$ cat config.mk
export PLATFORM = sky130hd
export DESIGN_NAME = npcg_toggle_timer_primitive
export DESIGN_NICKNAME = d
export VERILOG_FILES = /design/src/rtl/npcg_pm_pkg.sv /design/src/rtl/npcg_toggle_timer_primitive.sv
export SDC_FILE = /design/constraint.sdc
export NUM_CORES = 1
export LEC_CHECK = 0
export CAP_MARGIN = 20
export CORE_ASPECT_RATIO = 0.75
export CORE_MARGIN = 5
export CORE_UTILIZATION = 62
export DETAILED_ROUTE_END_ITERATION = 8
export DONT_BUFFER_PORTS = 1
export GPL_ROUTABILITY_DRIVEN = 0
export PLACE_DENSITY = 0.8
export SYNTH_ARGS = -nofsm -noshare
export SYNTH_HDL_FRONTEND = slang
export SYNTH_SLANG_ARGS = --single-unit
$ cat constraint.sdc
create_clock -name iSystemClock -period 3.05 [get_ports iSystemClock]
set_input_delay 0.61 -clock iSystemClock [delete_from_list [all_inputs] [get_ports iSystemClock]]
set_output_delay 0.61 -clock iSystemClock [all_outputs]
set_load 0.05 [all_outputs]
$ cat src/rtl/npcg_pm_pkg.sv
// Shared definitions for the NAND PCG primitive-module layer:
// command bus bit positions, option bits, bus widths and timer state encodings.
package npcg_pm_pkg;

  localparam int unsigned PCMD_W    = 8;
  localparam int unsigned PCMDOPT_W = 3;
  localparam int unsigned NUMDATA_W = 16;

  localparam int unsigned PCMD_TIMER = 0;
  localparam int unsigned PCMD_CAL   = 3;

  localparam int unsigned PCMDOPT_CE_HOLD = 0;

  localparam logic [3:0] TSTATE_RESET = 4'b0001;
  localparam logic [3:0] TSTATE_READY = 4'b0010;
  localparam logic [3:0] TSTATE_RUN   = 4'b0100;
  localparam logic [3:0] TSTATE_LAST  = 4'b1000;

endpackage

$ cat src/rtl/npcg_toggle_timer_primitive.sv
// PM-layer timer lane: counts NumOfData+1 cycles, optionally holding CE low
// on the latched ways, then pulses oLastStep for one cycle.
module npcg_toggle_timer_primitive
  import npcg_pm_pkg::*;
#(
  parameter int NumberOfWays = 4
) (
  input  logic                    iSystemClock,
  input  logic                    iReset,
  input  logic [PCMD_W-1:0]       iPCommand,
  input  logic [PCMDOPT_W-1:0]    iPCommandOption,
  input  logic [NumberOfWays-1:0] iTargetWay,
  input  logic [NUMDATA_W-1:0]    iNumOfData,
  output logic                    oReady,
  output logic                    oLastStep,
  output logic                    oBusy,
  output logic [NumberOfWays-1:0] oCE_n,
  output logic [NUMDATA_W-1:0]    oRemain
);

  logic [3:0]              state_q, state_d;
  logic [NUMDATA_W-1:0]    cnt_q, cnt_d;
  logic                    hold_ce_q, hold_ce_d;
  logic [NumberOfWays-1:0] way_q, way_d;

  logic ready, last_step, busy;

  // Only the timer bit and the CE-hold option bit are meaningful here.
  logic unused_inputs;
  assign unused_inputs = ^{iPCommand[PCMD_W-1:1], iPCommandOption[PCMDOPT_W-1:1]};

  always_comb begin
    state_d   = state_q;
    cnt_d     = cnt_q;
    hold_ce_d = hold_ce_q;
    way_d     = way_q;
    ready     = 1'b0;
    last_step = 1'b0;
    busy      = 1'b0;
    case (state_q)
      TSTATE_RESET: state_d = TSTATE_READY;
      TSTATE_READY: begin
        ready = 1'b1;
        if (iPCommand[PCMD_TIMER]) begin
          state_d   = TSTATE_RUN;
          cnt_d     = iNumOfData;
          hold_ce_d = iPCommandOption[PCMDOPT_CE_HOLD];
          way_d     = iTargetWay;
        end
      end
      TSTATE_RUN: begin
        busy = 1'b1;
        if (cnt_q == '0) state_d = TSTATE_LAST;
        else             cnt_d   = cnt_q - 16'd1;
      end
      TSTATE_LAST: begin
        busy      = 1'b1;
        last_step = 1'b1;
        state_d   = TSTATE_READY;
      end
      default: state_d = TSTATE_READY;
    endcase
  end

  always_ff @(posedge iSystemClock or negedge iReset) begin
    if (!iReset) begin
      state_q   <= TSTATE_RESET;
      cnt_q     <= '0;
      hold_ce_q <= 1'b0;
      way_q     <= '0;
    end else begin
      state_q   <= state_d;
      cnt_q     <= cnt_d;
      hold_ce_q <= hold_ce_d;
      way_q     <= way_d;
    end
  end

  // Outputs decode straight from the flops so a reset releases CE without a clock.
  assign oReady    = ready;
  assign oLastStep = last_step;
  assign oBusy     = busy;
  assign oCE_n     = ~(way_q & {NumberOfWays{hold_ce_q & busy}});
  assign oRemain   = cnt_q;

endmodule

==> tab_implementation.tex, run 1 <==
\begin{tabular}{lr}
\hline
Metric & Value \\
\hline
\multicolumn{2}{l}{\textbf{Status}} \\
\quad Status & finished, final reports clean \\
\multicolumn{2}{l}{\textbf{Synthesis}} \\
\quad Post-Syn Nets & $\sim$190 \\
\quad Share of synthesized flip-flops with an asynchronous set or reset & 100\% \\
\quad Count of distinct cell types in the synthesized netlist & 43 \\
\quad Ranking of synthesized cells by instance count & sky130\_fd\_sc\_hd\_\_dfrtp\_1 (24), sky130\_fd\_sc\_hd\_\_a21oi\_1 (18), sky130\_fd\_sc\_hd\_\_nand2\_1 (16), sky130\_fd\_sc\_hd\_\_o21ai\_0 (14), sky130\_fd\_sc\_hd\_\_nor2\_1 (12) \\
\quad Number of enable-type register cells in the synthesized netlist & 0 \\
\quad Per-instance average area after synthesis & just over 9 um2 \\
\quad Prevailing post-synth register cell & sky130\_fd\_sc\_hd\_\_dfrtp\_1 \\
\quad Area of the mapped netlist & 1460 um2 \\
\quad Top cells by area in the synthesized netlist & sky130\_fd\_sc\_hd\_\_dfrtp\_1 (41\%), sky130\_fd\_sc\_hd\_\_a21oi\_1 (6.2\%), sky130\_fd\_sc\_hd\_\_o21ai\_0 (4.8\%) \\
\quad Portion of the post-synthesis area used by sequential elements & between 40 and 50\% \\
\quad Most repeated cell in the gate-level netlist after synthesis & sky130\_fd\_sc\_hd\_\_dfrtp\_1 \\
\quad Top cell type by total area after synthesis & sky130\_fd\_sc\_hd\_\_dfrtp\_1 \\
\quad Number of standard cells after synthesis & roughly 160 \\
\quad Warnings, synthesis & 0 \\
\quad Portion of synthesized cell area occupied by the leading cell type & between 40\% and 50\% \\
\quad Number of synthesized register bits & 25 \\
\multicolumn{2}{l}{\textbf{Global route}} \\
\quad Vias in the first global route & $\sim$1100 \\
\quad Sum of overflow across all layers after global routing & 0 \\
\quad First-pass GRT wire length & approximately 5300 um \\
\quad Number of antenna violations at the first check in global routing & 0 \\
\quad Maximum number of pins on one net before global-route repair & 29 \\
\quad Global-route usage over all layers & between 20\% and 30\% \\
\multicolumn{2}{l}{\textbf{Worst setup path}} \\
\quad CP max stage cell & sky130\_fd\_sc\_hd\_\_dfrtp\_1 \\
\quad Launching point of the worst reg2reg path & oRemain[4]\$\_DFFE\_PN0P\_ \\
\quad Capturing point of the worst reg2reg path & oRemain[2]\$\_DFFE\_PN0P\_ \\
\quad Critical Path End Type & output pin \\
\quad Required time at the endpoint of the critical path & 2.44 ns \\
\quad Worst stage delay on the critical path & 0.51 ns \\
\quad Worst Setup Start Kind & register \\
\quad Critical path startpoint & state\_q[3]\$\_DFFE\_PN0P\_ \\
\quad Biggest fanout along the worst timing path & 6 \\
\quad Register-to-register setup slack & 0.59 ns \\
\quad Crit path DAT & 1.92 ns \\
\quad Worst reg2reg path depth & 6 \\
\quad Type of the worst setup path & register to output pin \\
\quad Cell breakdown of the critical path & xnor2\_1 > nor3\_2 > buf\_4 > and2\_1 > nand2\_1 \\
\multicolumn{2}{l}{\textbf{Place}} \\
\quad Cell total after placement & 192 \\
\quad Number of port buffers & 0 \\
\quad HPWL Detailed & 2430 um \\
\multicolumn{2}{l}{\textbf{Pwr}} \\
\quad Leak Pwr & roughly 0.57 nW \\
\quad Total power consumption of the routed design & just under 1 mW \\
\quad Maximum vdd ir drop & 0.395 mV \\
\quad Total power density per cell area & around 600 nW/um2 \\
\multicolumn{2}{l}{\textbf{Timing}} \\
\quad Total Negative Setup Slacks & 0 ns \\
\quad Slew at the pin with the worst max-slew slack & about 0.66 ns \\
\quad Final setup violation count & 0 \\
\quad Unrepaired setup endpoints after global routing & no \\
\quad Minimum clock period after layout & 2.53 ns \\
\quad Relative max-transition margin & between 50\% and 60\% \\
\quad Post-route clock skew & between 0.009 and 0.01 ns \\
\quad Hold violation count in the final report & 0 \\
\quad Fmax achieved & 395 MHz \\
\quad Period utilisation layout & between 80 and 90\% \\
\quad Max-slew violation total from the final report & 0 \\
\multicolumn{2}{l}{\textbf{Route}} \\
\quad Vias per inst & about 6.2 \\
\quad ANT nets after route & 0 \\
\quad Average wire length per cell after detail routing & between 15 and 20 um \\
\quad First DRT Iteration DRCs & 67 \\
\quad Number of iterations in the first detailed-routing pass & 4 \\
\quad Number of vias in the routed layout & between 1000 and 1500 \\
\quad Post-route DRC violation count & 0 \\
\quad Wire length reported by the detailed router & 3440 um \\
\multicolumn{2}{l}{\textbf{Floorplanning}} \\
\quad Initial core utilization & between 60 and 70\% \\
\quad Placement Rows & 15 \\
\quad Die extent in y & 52.0 um \\
\quad Total die area & 3430 um2 \\
\quad Boundary Pins & 56 \\
\quad Die width & about 66 um \\
\quad Core area & $\sim$2300 um2 \\
\multicolumn{2}{l}{\textbf{Clock tree}} \\
\quad CTS tree & built \\
\quad Clock Pin Slew Worst Setup and Hold Paths & approximately 0.14 ns \\
\quad Buffer levels on the longest clock path & 2 \\
\quad H-tree levels & 1 \\
\quad Num Clock Sinks & 25 \\
\quad Number of CTS-inserted buffers & 3 \\
\quad Clock root buffer & sky130\_fd\_sc\_hd\_\_clkbuf\_4 \\
\quad Cts repair resizes & 0 \\
\quad Skew-Pair Late Insertion Delay & a little over 0.3 ns \\
\multicolumn{2}{l}{\textbf{Layout}} \\
\quad Nets & roughly 200 \\
\quad Area added between synthesis and finish & 9.62\% \\
\quad Antenna fix cells & 0 \\
\quad Final Non-Filler Cells & $\sim$200 \\
\quad Final-layout fill cell count & about 170 \\
\quad Share of cells above drive strength 1 & between 10\% and 20\% \\
\multicolumn{2}{l}{\textbf{Min path}} \\
\quad Worst hold path class & input port to asynchronous set/reset pin \\
\multicolumn{2}{l}{\textbf{Run}} \\
\quad Maxcap violations & 0 \\
\hline
\end{tabular}
[kinds of logic after synthesis]
family / share of synthesized area [%]
flops: 43.0
mux: 4.55
compound gates: 23.5
xor+xnor: 0.601
simple gates: 22.7
other cells: 0.257
fa+ha+maj: 0.859
buf+inv: 4.55
[cell type report]
class	count	area (um2)	area share, %
inverter	5	21.3	1.33
timing repair buffer	9	90.1	5.64
multi-input combinational	121	790	49.5
tap	34	42.5	2.66
clock buffer	4	26.3	1.65
sequential	25	627	39.3
[worst max path at each step]
stage | end | slack (ns)
3_3_place_gp | oRemain[5]$_DFFE_PN0P_ | 0.78
2_1_floorplan | oCE_n[0] | 0.15
5_1_grt | oRemain[2]$_DFFE_PN0P_ | 0.43
3_5_place_dp | oRemain[2]$_DFFE_PN0P_ | 0.70
4_1_cts | oCE_n[1] | 0.52
6_report | oCE_n[1] | 0.52
[worst max-delay path, delay by kind of cell (launching register included)]
kind                   cells  cell delay [ns]
XOR/XNOR                   1             0.18
buffers and inverters      1             0.22
flip-flops                 1             0.51
AND/OR/NAND/NOR            3             0.69
[per-stage QoR]
step / util (%) / hold slack [ns] / setup WS (ns) / area (um2)
after floorplan: - / 0.314 / 0.149 / 1460
after global placement: 67.5 / 0.315 / 0.777 / 1530
after detailed placement: 67.5 / 0.315 / 0.700 / 1530
after CTS: 69.1 / 0.110 / 0.517 / 1570
after global routing: 70.3 / 0.0933 / 0.427 / 1600
final: 70.3 / 0.111 / 0.518 / 1600
[flip-flops by register name, summed over array words and instances (netlist names)]
name and flops:
state_q 4, way_q 4, oRemain 16, hold_ce_q 1
[repair_timing]
| action | 4_1_cts | 5_1_grt |
|---|---|---|
| hold endpoints to repair | 24 | 0 |
| buffers inserted | 0 | 0 |
| setup endpoints to repair | 0 | 0 |
| hold buffers | 1 | 0 |
[routing by layer]
layer | routed length, um | global-route usage, %
met5 | 0 | 0
met4 | 20 | 3.04
met3 | 316 | 6.48
met2 | 1630 | 34.6
met1 | 1470 | 26.4
[power by group]
part | switching, mW | internal (mW)
sequential | 0.205 | 0.392
clock | 0.0949 | 0.0511
combinational | 0.144 | 0.0897
total | 0.444 | 0.533
[placed cells by master (no fill, tap or decap), types with 2 or more instances in the layout]
master and instances:
sky130_fd_sc_hd__clkbuf_4 3, sky130_fd_sc_hd__inv_1 4, sky130_fd_sc_hd__o21a_1 2, sky130_fd_sc_hd__o22ai_1 4, sky130_fd_sc_hd__nor4_1 2, sky130_fd_sc_hd__nor2_1 12, sky130_fd_sc_hd__nor4b_2 2, sky130_fd_sc_hd__buf_4 7
sky130_fd_sc_hd__nand3_1 8, sky130_fd_sc_hd__a21oi_2 2, sky130_fd_sc_hd__nand2b_1 4, sky130_fd_sc_hd__a21oi_1 18, sky130_fd_sc_hd__nor3_1 6, sky130_fd_sc_hd__nor3_2 2, sky130_fd_sc_hd__mux2_2 5, sky130_fd_sc_hd__o32ai_1 3
sky130_fd_sc_hd__nand2_1 16, sky130_fd_sc_hd__dfrtp_1 24, sky130_fd_sc_hd__o21ai_0 14
(Power assumes the default switching activity.)
==> run 2, diff against run 1 <==
Clock period 3.05 ns to 2.4 ns, I/O delays scaled along.
==> tab_implementation.tex, run 2 (synthesis results as in run 1) <==
\begin{tabular}{lr}
\hline
Metric & Value \\
\hline
\multicolumn{2}{l}{\textbf{Worst setup path}} \\
\quad Worst path buffer plus inverter count & 1 (unchanged) \\
\quad Family of cells with the greatest summed delay on the critical path & flip-flops \\
\quad Worst Setup Start Kind & register \\
\quad Crit path DAT & 1.71 ns (-0.21 ns) \\
\quad CP max stage cell & sky130\_fd\_sc\_hd\_\_dfrtp\_1 \\
\quad Required time at the endpoint of the critical path & 1.92 ns (-0.52 ns) \\
\quad Worst stage delay on the critical path & 0.52 ns (about the same) \\
\quad Type of the worst setup path & register to output pin \\
\quad Biggest fanout along the worst timing path & 6 (unchanged) \\
\quad Cell breakdown of the critical path & xnor2\_1 > nor3\_2 > and2\_1 > nand2\_1 > buf\_12 \\
\quad Critical Path End Type & output pin \\
\multicolumn{2}{l}{\textbf{Global route}} \\
\quad Vias in the first global route & 1243 (+8.3\%) \\
\quad Number of antenna violations at the first check in global routing & 0 (unchanged) \\
\quad Sum of overflow across all layers after global routing & 0 (unchanged) \\
\quad Maximum number of pins on one net before global-route repair & 29 (unchanged) \\
\quad First-pass GRT wire length & 6000 um (+13\%) \\
\quad Global-route usage over all layers & 23.3\% (+2.8 points) \\
\multicolumn{2}{l}{\textbf{Timing}} \\
\quad Max-slew violation total from the final report & 0 (unchanged) \\
\quad Relative max-transition margin & 62.2\% (+6.4 points) \\
\quad Total Negative Setup Slacks & 0 ns (unchanged) \\
\quad Final setup violation count & 0 (unchanged) \\
\quad Fmax achieved & around 460 MHz \\
\quad Unrepaired setup endpoints after global routing & no \\
\quad Period utilisation layout & 91.1\% \\
\quad Minimum clock period after layout & approximately 2.2 ns \\
\quad Slew at the pin with the worst max-slew slack & 0.567 ns (-0.0959 ns) \\
\quad Post-route clock skew & 0.0155 ns (+0.00609 ns) \\
\quad Hold violation count in the final report & 0 (unchanged) \\
\multicolumn{2}{l}{\textbf{Route}} \\
\quad Number of vias in the routed layout & 1314 (+6.7\%) \\
\quad ANT nets after route & 0 (unchanged) \\
\quad Number of iterations in the first detailed-routing pass & 4 (unchanged) \\
\quad Vias per inst & 6.14 (-1.3\%) \\
\quad First DRT Iteration DRCs & 74 (+10\%) \\
\quad Wire length reported by the detailed router & 3620 um (+5.2\%) \\
\quad Average wire length per cell after detail routing & 16.9 um (-2.7\%) \\
\quad Post-route DRC violation count & 0 (unchanged) \\
\multicolumn{2}{l}{\textbf{Pwr}} \\
\quad Internal power of the cells & 732 uW (+37\%) \\
\quad Gate power share & 40.9\% (+17 points) \\
\quad Switch Pwr & 591 uW (+33\%) \\
\quad Total power consumption of the routed design & 1.32 mW (+35\%) \\
\quad Maximum vdd ir drop & 0.410 mV (+3.8\%) \\
\quad Register share of total power & 44.4\% (-17 points) \\
\quad Total power density per cell area & 751 nW/um2 (+23\%) \\
\quad Leak Pwr & 0.671 nW (+17\%) \\
\quad Portion of total power attributed to the clock network & 14.8\% (about the same) \\
\quad Switching share of total power & 44.6\% (-0.82 points) \\
\multicolumn{2}{l}{\textbf{Floorplanning}} \\
\quad Die extent in y & 52.0 um (unchanged) \\
\quad Boundary Pins & 56 (unchanged) \\
\quad Die width & 66.0 um (unchanged) \\
\quad Total die area & 3430 um2 (unchanged) \\
\quad Core area & 2270 um2 (unchanged) \\
\quad Placement Rows & 15 (unchanged) \\
\quad Initial core utilization & 64.1\% (unchanged) \\
\multicolumn{2}{l}{\textbf{Layout}} \\
\quad Flip-flop count of the largest register, all copies and words added & 16 (unchanged) \\
\quad Leading cell type in the layout, fill and taps excluded & sky130\_fd\_sc\_hd\_\_dfrtp\_1 \\
\quad Most used cells in the layout excluding fill and tap cells & sky130\_fd\_sc\_hd\_\_dfrtp\_1 (24), sky130\_fd\_sc\_hd\_\_buf\_4 (19), sky130\_fd\_sc\_hd\_\_a21oi\_1 (18) \\
\quad Share of cells above drive strength 1 & 27.2\% (+7.7 points) \\
\quad Nets & 215 (+8.0\%) \\
\quad Area added between synthesis and finish & 20.9\% \\
\quad Antenna fix cells & 0 (unchanged) \\
\multicolumn{2}{l}{\textbf{Clock tree}} \\
\quad Num Clock Sinks & 25 (unchanged) \\
\quad Number of CTS-inserted buffers & 3 (unchanged) \\
\quad Buffer levels on the longest clock path & 2 (unchanged) \\
\quad Clock Pin Slew Worst Setup and Hold Paths & 0.15 ns (about the same) \\
\quad Skew-Pair Late Insertion Delay & 0.34 ns (+0.03 ns) \\
\quad Cts repair resizes & 0 (unchanged) \\
\quad Clock root buffer & sky130\_fd\_sc\_hd\_\_clkbuf\_4 \\
\quad H-tree levels & 1 (unchanged) \\
\quad CTS tree & built \\
\multicolumn{2}{l}{\textbf{Place}} \\
\quad Number of port buffers & 0 (unchanged) \\
\quad HPWL Detailed & 2710 um (+11\%) \\
\multicolumn{2}{l}{\textbf{Status}} \\
\quad Status & finished, final reports clean \\
\multicolumn{2}{l}{\textbf{Run}} \\
\quad Maxcap violations & 0 (unchanged) \\
\multicolumn{2}{l}{\textbf{Min path}} \\
\quad Worst hold path class & input port to register \\
\hline
\end{tabular}
-- run 2: cell types whose count changed in the layout (fill, tap and decap cells not counted) --
cell	change
sky130_fd_sc_hd__buf_4	+12
sky130_fd_sc_hd__clkbuf_1	-1
sky130_fd_sc_hd__buf_12	+5
sky130_fd_sc_hd__clkinv_2	+1
sky130_fd_sc_hd__buf_16	-1
-- run 2: power by group through the flow --
stage	Combinational [mW]	Clock [mW]	Sequential (mW)
2_1_floorplan	0.169	0	0.799
3_3_place_gp	0.510	0	0.586
3_5_place_dp	0.528	0	0.595
4_1_cts	0.542	0.194	0.586
5_1_grt	0.575	0.211	0.600
6_report	0.541	0.195	0.587
-- run 2: layer usage --
metal,track usage (%),part of all wire [%]
met4,7.09,1.4
met1,29.9,42
met3,6.70,8.4
met2,38.1,48
met5,0,0
-- run 2: final timing paths --
| path | from | end | slack [ns] | cells past startpoint |
|---|---|---|---|---|
| min in group asynchronous | iReset | way_q[1]$_DFFE_PN0P_ | 0.55 | 2 |
| hold reg to reg | way_q[2]$_DFFE_PN0P_ | way_q[2]$_DFFE_PN0P_ | 0.54 | 1 |
| setup reg to reg | oRemain[0]$_DFFE_PN0P_ | oRemain[0]$_DFFE_PN0P_ | 0.29 | 8 |
| setup / recovery | state_q[3]$_DFFE_PN0P_ | oCE_n[3] | 0.21 | 5 |
| hold / removal | iTargetWay[1] | way_q[1]$_DFFE_PN0P_ | 0.28 | 1 |
| max in group asynchronous | iReset | state_q[0]$_DFFE_PN1P_ | 1.63 | 2 |
-- run 2: repair_timing --
| action | CTS | global route |
|---|---|---|
| buffers inserted | 0 | 0 |
| hold buffers | 2 | 0 |
| hold endpoints to repair | 25 | 0 |
-- run 2: area by class of cell --
cell class,count,area [um2]
multi-input cells,121,790
well taps,34,42.5
repair buffers,25,253
fillers,165,510
clock buffers,3,22.5
inverters,5,21.3
flip-flops and latches,25,627
clock inverters,1,5.00
-- run 2: per-stage QoR --
stage / worst slack, ns / hold slack (ns) / util [%] / std cells / instance area (um2)
6_report: 0.213 / 0.275 / 77.5 / 214 / 1760
5_1_grt: 0.0907 / 0.266 / 77.5 / 214 / 1760
4_1_cts: 0.205 / 0.281 / 77.5 / 214 / 1760
3_5_place_dp: 0.349 / 0.185 / 75.0 / 208 / 1700
3_3_place_gp: 0.416 / 0.185 / 75.0 / 208 / 1700
2_1_floorplan: 0.0901 / 0.184 / - / 158 / 1470
==> run 3, diff against run 2 <==
Settings changed: GPL_TIMING_DRIVEN from default to 0, SLEW_MARGIN from default to 20.
==> tab_implementation.tex, run 3 (synthesis results as in run 1) <==
\begin{tabular}{lr}
\hline
Metric & Value \\
\hline
\multicolumn{2}{l}{\textbf{Status}} \\
\quad Status & finished, final reports clean \\
\multicolumn{2}{l}{\textbf{Worst setup path}} \\
\quad Type of the worst setup path & register to output pin \\
\quad Biggest fanout along the worst timing path & 4 (-2) \\
\quad Critical Path End Type & output pin \\
\quad Required time at the endpoint of the critical path & 1.92 ns (about the same) \\
\quad Crit path DAT & 1.87 ns (+0.16 ns) \\
\quad Register-to-register setup slack & 0.14 ns (-0.15 ns) \\
\quad Worst stage delay on the critical path & 0.46 ns (-0.06 ns) \\
\quad Cell breakdown of the critical path & xnor2\_1 > nor3\_4 > and2\_4 > nand2\_2 \\
\quad Worst Setup Start Kind & register \\
\quad CP max stage cell & sky130\_fd\_sc\_hd\_\_nor3\_4 \\
\multicolumn{2}{l}{\textbf{Floorplanning}} \\
\quad Total die area & 3430 um2 (unchanged) \\
\quad Placement Rows & 15 (unchanged) \\
\quad Die extent in y & 52.0 um (unchanged) \\
\quad Boundary Pins & 56 (unchanged) \\
\quad Core area & 2270 um2 (unchanged) \\
\quad Initial core utilization & 64.1\% (unchanged) \\
\quad Die width & 66.0 um (unchanged) \\
\multicolumn{2}{l}{\textbf{Pwr}} \\
\quad Total power consumption of the routed design & 1.25 mW (-5.7\%) \\
\quad Register share of total power & 66.7\% (+22 points) \\
\quad Switching share of total power & 46.3\% (+1.7 points) \\
\quad Portion of total power attributed to the clock network & 15.0\% (+0.2 points) \\
\quad Switch Pwr & 578 uW (-2.2\%) \\
\quad Gate power share & 18.4\% (-22 points) \\
\quad Internal power of the cells & 670 uW (-8.5\%) \\
\quad Leak Pwr & 0.620 nW (-7.5\%) \\
\quad Total power density per cell area & 745 nW/um2 (-0.83\%) \\
\quad Maximum vdd ir drop & 0.397 mV (-3.2\%) \\
\multicolumn{2}{l}{\textbf{Timing}} \\
\quad Hold violation count in the final report & 0 (unchanged) \\
\quad Unrepaired setup endpoints after global routing & yes \\
\quad Max-slew violation total from the final report & 0 (unchanged) \\
\quad Fin worst setup slack & 0.0497 ns (-0.163 ns) \\
\quad Minimum clock period after layout & 2.35 ns (+0.163 ns) \\
\quad Period utilisation layout & 97.9\% (+6.8 points) \\
\quad Fmax achieved & 425 MHz (-6.9\%) \\
\quad Post-route clock skew & 0.00846 ns (-0.00699 ns) \\
\quad Final setup violation count & 0 (unchanged) \\
\quad Slew at the pin with the worst max-slew slack & 0.778 ns (+0.211 ns) \\
\quad Relative max-transition margin & 47.9\% (-14 points) \\
\multicolumn{2}{l}{\textbf{Global route}} \\
\quad Global-route usage over all layers & 23.8\% (+0.49 points) \\
\quad Maximum number of pins on one net before global-route repair & 26 (-10\%) \\
\quad Sum of overflow across all layers after global routing & 0 (unchanged) \\
\quad First-pass GRT wire length & 6130 um (+2.2\%) \\
\quad Number of antenna violations at the first check in global routing & 0 (unchanged) \\
\quad Vias in the first global route & 1214 (-2.3\%) \\
\multicolumn{2}{l}{\textbf{Route}} \\
\quad Wire length reported by the detailed router & 3700 um (+2.4\%) \\
\quad Number of iterations in the first detailed-routing pass & 4 (unchanged) \\
\quad ANT nets after route & 0 (unchanged) \\
\quad Vias per inst & 6.29 (+2.5\%) \\
\quad First DRT Iteration DRCs & 87 (+18\%) \\
\quad Number of vias in the routed layout & 1290 (-1.8\%) \\
\quad Average wire length per cell after detail routing & 18.1 um (+6.9\%) \\
\quad Post-route DRC violation count & 0 (unchanged) \\
\multicolumn{2}{l}{\textbf{Place}} \\
\quad Setup slack after placement & -0.228 ns (-0.577 ns) \\
\quad HPWL Detailed & 2620 um (-3.4\%) \\
\quad Number of port buffers & 0 (unchanged) \\
\multicolumn{2}{l}{\textbf{Layout}} \\
\quad Area added between synthesis and finish & 14.9\% \\
\quad Nets & 206 (-4.2\%) \\
\quad Leading cell type in the layout, fill and taps excluded & sky130\_fd\_sc\_hd\_\_dfrtp\_1 \\
\quad Share of the core filled with cells & 73.7\% (-3.8 points) \\
\quad Share of cells above drive strength 1 & 28.1\% (+0.85 points) \\
\quad Final-layout fill cell count & 169 (+2.4\%) \\
\quad Most used cells in the layout excluding fill and tap cells & sky130\_fd\_sc\_hd\_\_dfrtp\_1 (19), sky130\_fd\_sc\_hd\_\_a21oi\_1 (18), sky130\_fd\_sc\_hd\_\_o21ai\_0 (14) \\
\quad Antenna fix cells & 0 (unchanged) \\
\quad Flip-flop count of the largest register, all copies and words added & 16 (unchanged) \\
\multicolumn{2}{l}{\textbf{Min path}} \\
\quad Worst hold path class & input port to register \\
\multicolumn{2}{l}{\textbf{Clock tree}} \\
\quad Buffer levels on the longest clock path & 2 (unchanged) \\
\quad Num Clock Sinks & 25 (unchanged) \\
\quad CTS tree & built \\
\quad Number of CTS-inserted buffers & 3 (unchanged) \\
\quad Clock root buffer & sky130\_fd\_sc\_hd\_\_clkbuf\_4 \\
\quad H-tree levels & 1 (unchanged) \\
\quad Skew-Pair Late Insertion Delay & 0.32 ns (-0.02 ns) \\
\quad Clock Pin Slew Worst Setup and Hold Paths & 0.14 ns (about the same) \\
\multicolumn{2}{l}{\textbf{Run}} \\
\quad Maxcap violations & 0 (unchanged) \\
\hline
\end{tabular}
-- run 3: power by group through the flow --
stage               clock network [mW]  registers (mW)  logic [mW]
floorplan                            0           0.799       0.169
global placement                     0           0.821       0.188
detailed placement                   0           0.830       0.200
CTS                              0.194           0.824       0.224
global route                     0.215           0.846       0.259
finish                           0.187           0.831       0.229
-- run 3: area by class of cell --
type / instances / area [um2] / share of cell area [%]
buffer: 7 / 45.0 / 2.69
clock buffer: 3 / 22.5 / 1.35
clock inverter: 1 / 5.00 / 0.299
inverter: 5 / 21.3 / 1.27
multi-input combinational: 121 / 822 / 49.1
sequential: 25 / 633 / 37.8
tap: 34 / 42.5 / 2.54
timing repair buffer: 9 / 82.6 / 4.93
-- run 3: stage by stage --
| stage | area [um2] | std cells | hold WS (ns) | TNS (ns) |
|---|---|---|---|---|
| after floorplan | 1470 | 158 | 0.184 | 0 |
| after global placement | 1520 | 192 | 0.185 | -0.886 |
| after detailed placement | 1530 | 192 | 0.185 | -1.33 |
| after CTS | 1640 | 202 | 0.287 | -0.0975 |
| after global routing | 1670 | 205 | 0.268 | -0.144 |
| final | 1670 | 205 | 0.296 | 0 |
-- run 3: worst paths after layout --
check	cells after the start	end	start
hold / removal	1	way_q[1]$_DFFE_PN0P_	iTargetWay[1]
max in group asynchronous	2	state_q[0]$_DFFE_PN1P_	iReset
setup reg to reg	9	oRemain[8]$_DFFE_PN0P_	oRemain[0]$_DFFE_PN0P_
setup / recovery	4	oCE_n[2]	state_q[3]$_DFFE_PN0P_
min in group asynchronous	2	state_q[1]$_DFFE_PN0P_	iReset
hold reg to reg	1	hold_ce_q$_DFFE_PN0P_	hold_ce_q$_DFFE_PN0P_
-- run 3: critical path, delay by kind of cell (launching register included) --
kind | cells | cell delay, ns
and+or+nand+nor | 3 | 0.95
DFF | 1 | 0.44
xor gates and xnor gates | 1 | 0.16
-- run 3: metal layers --
layer	vias up	track usage [%]	share of wire, %
met5	-	0	0
met3	2	7.78	9.3
met2	60	37.4	47
li1	609	-	-
met4	0	3.04	0.32
met1	619	32.9	43
-- run 3: timing repair --
| action | CTS | global route |
|---|---|---|
| gates cloned | 0 | 0 |
| resized for setup | 10 | 3 |
| endpoints found under the hold margin | 25 | 0 |
| hold buffers | 2 | 0 |
| setup buffers | 4 | 3 |
| pin swaps | 3 | 2 |
| setup endpoints to repair | 14 | 17 |
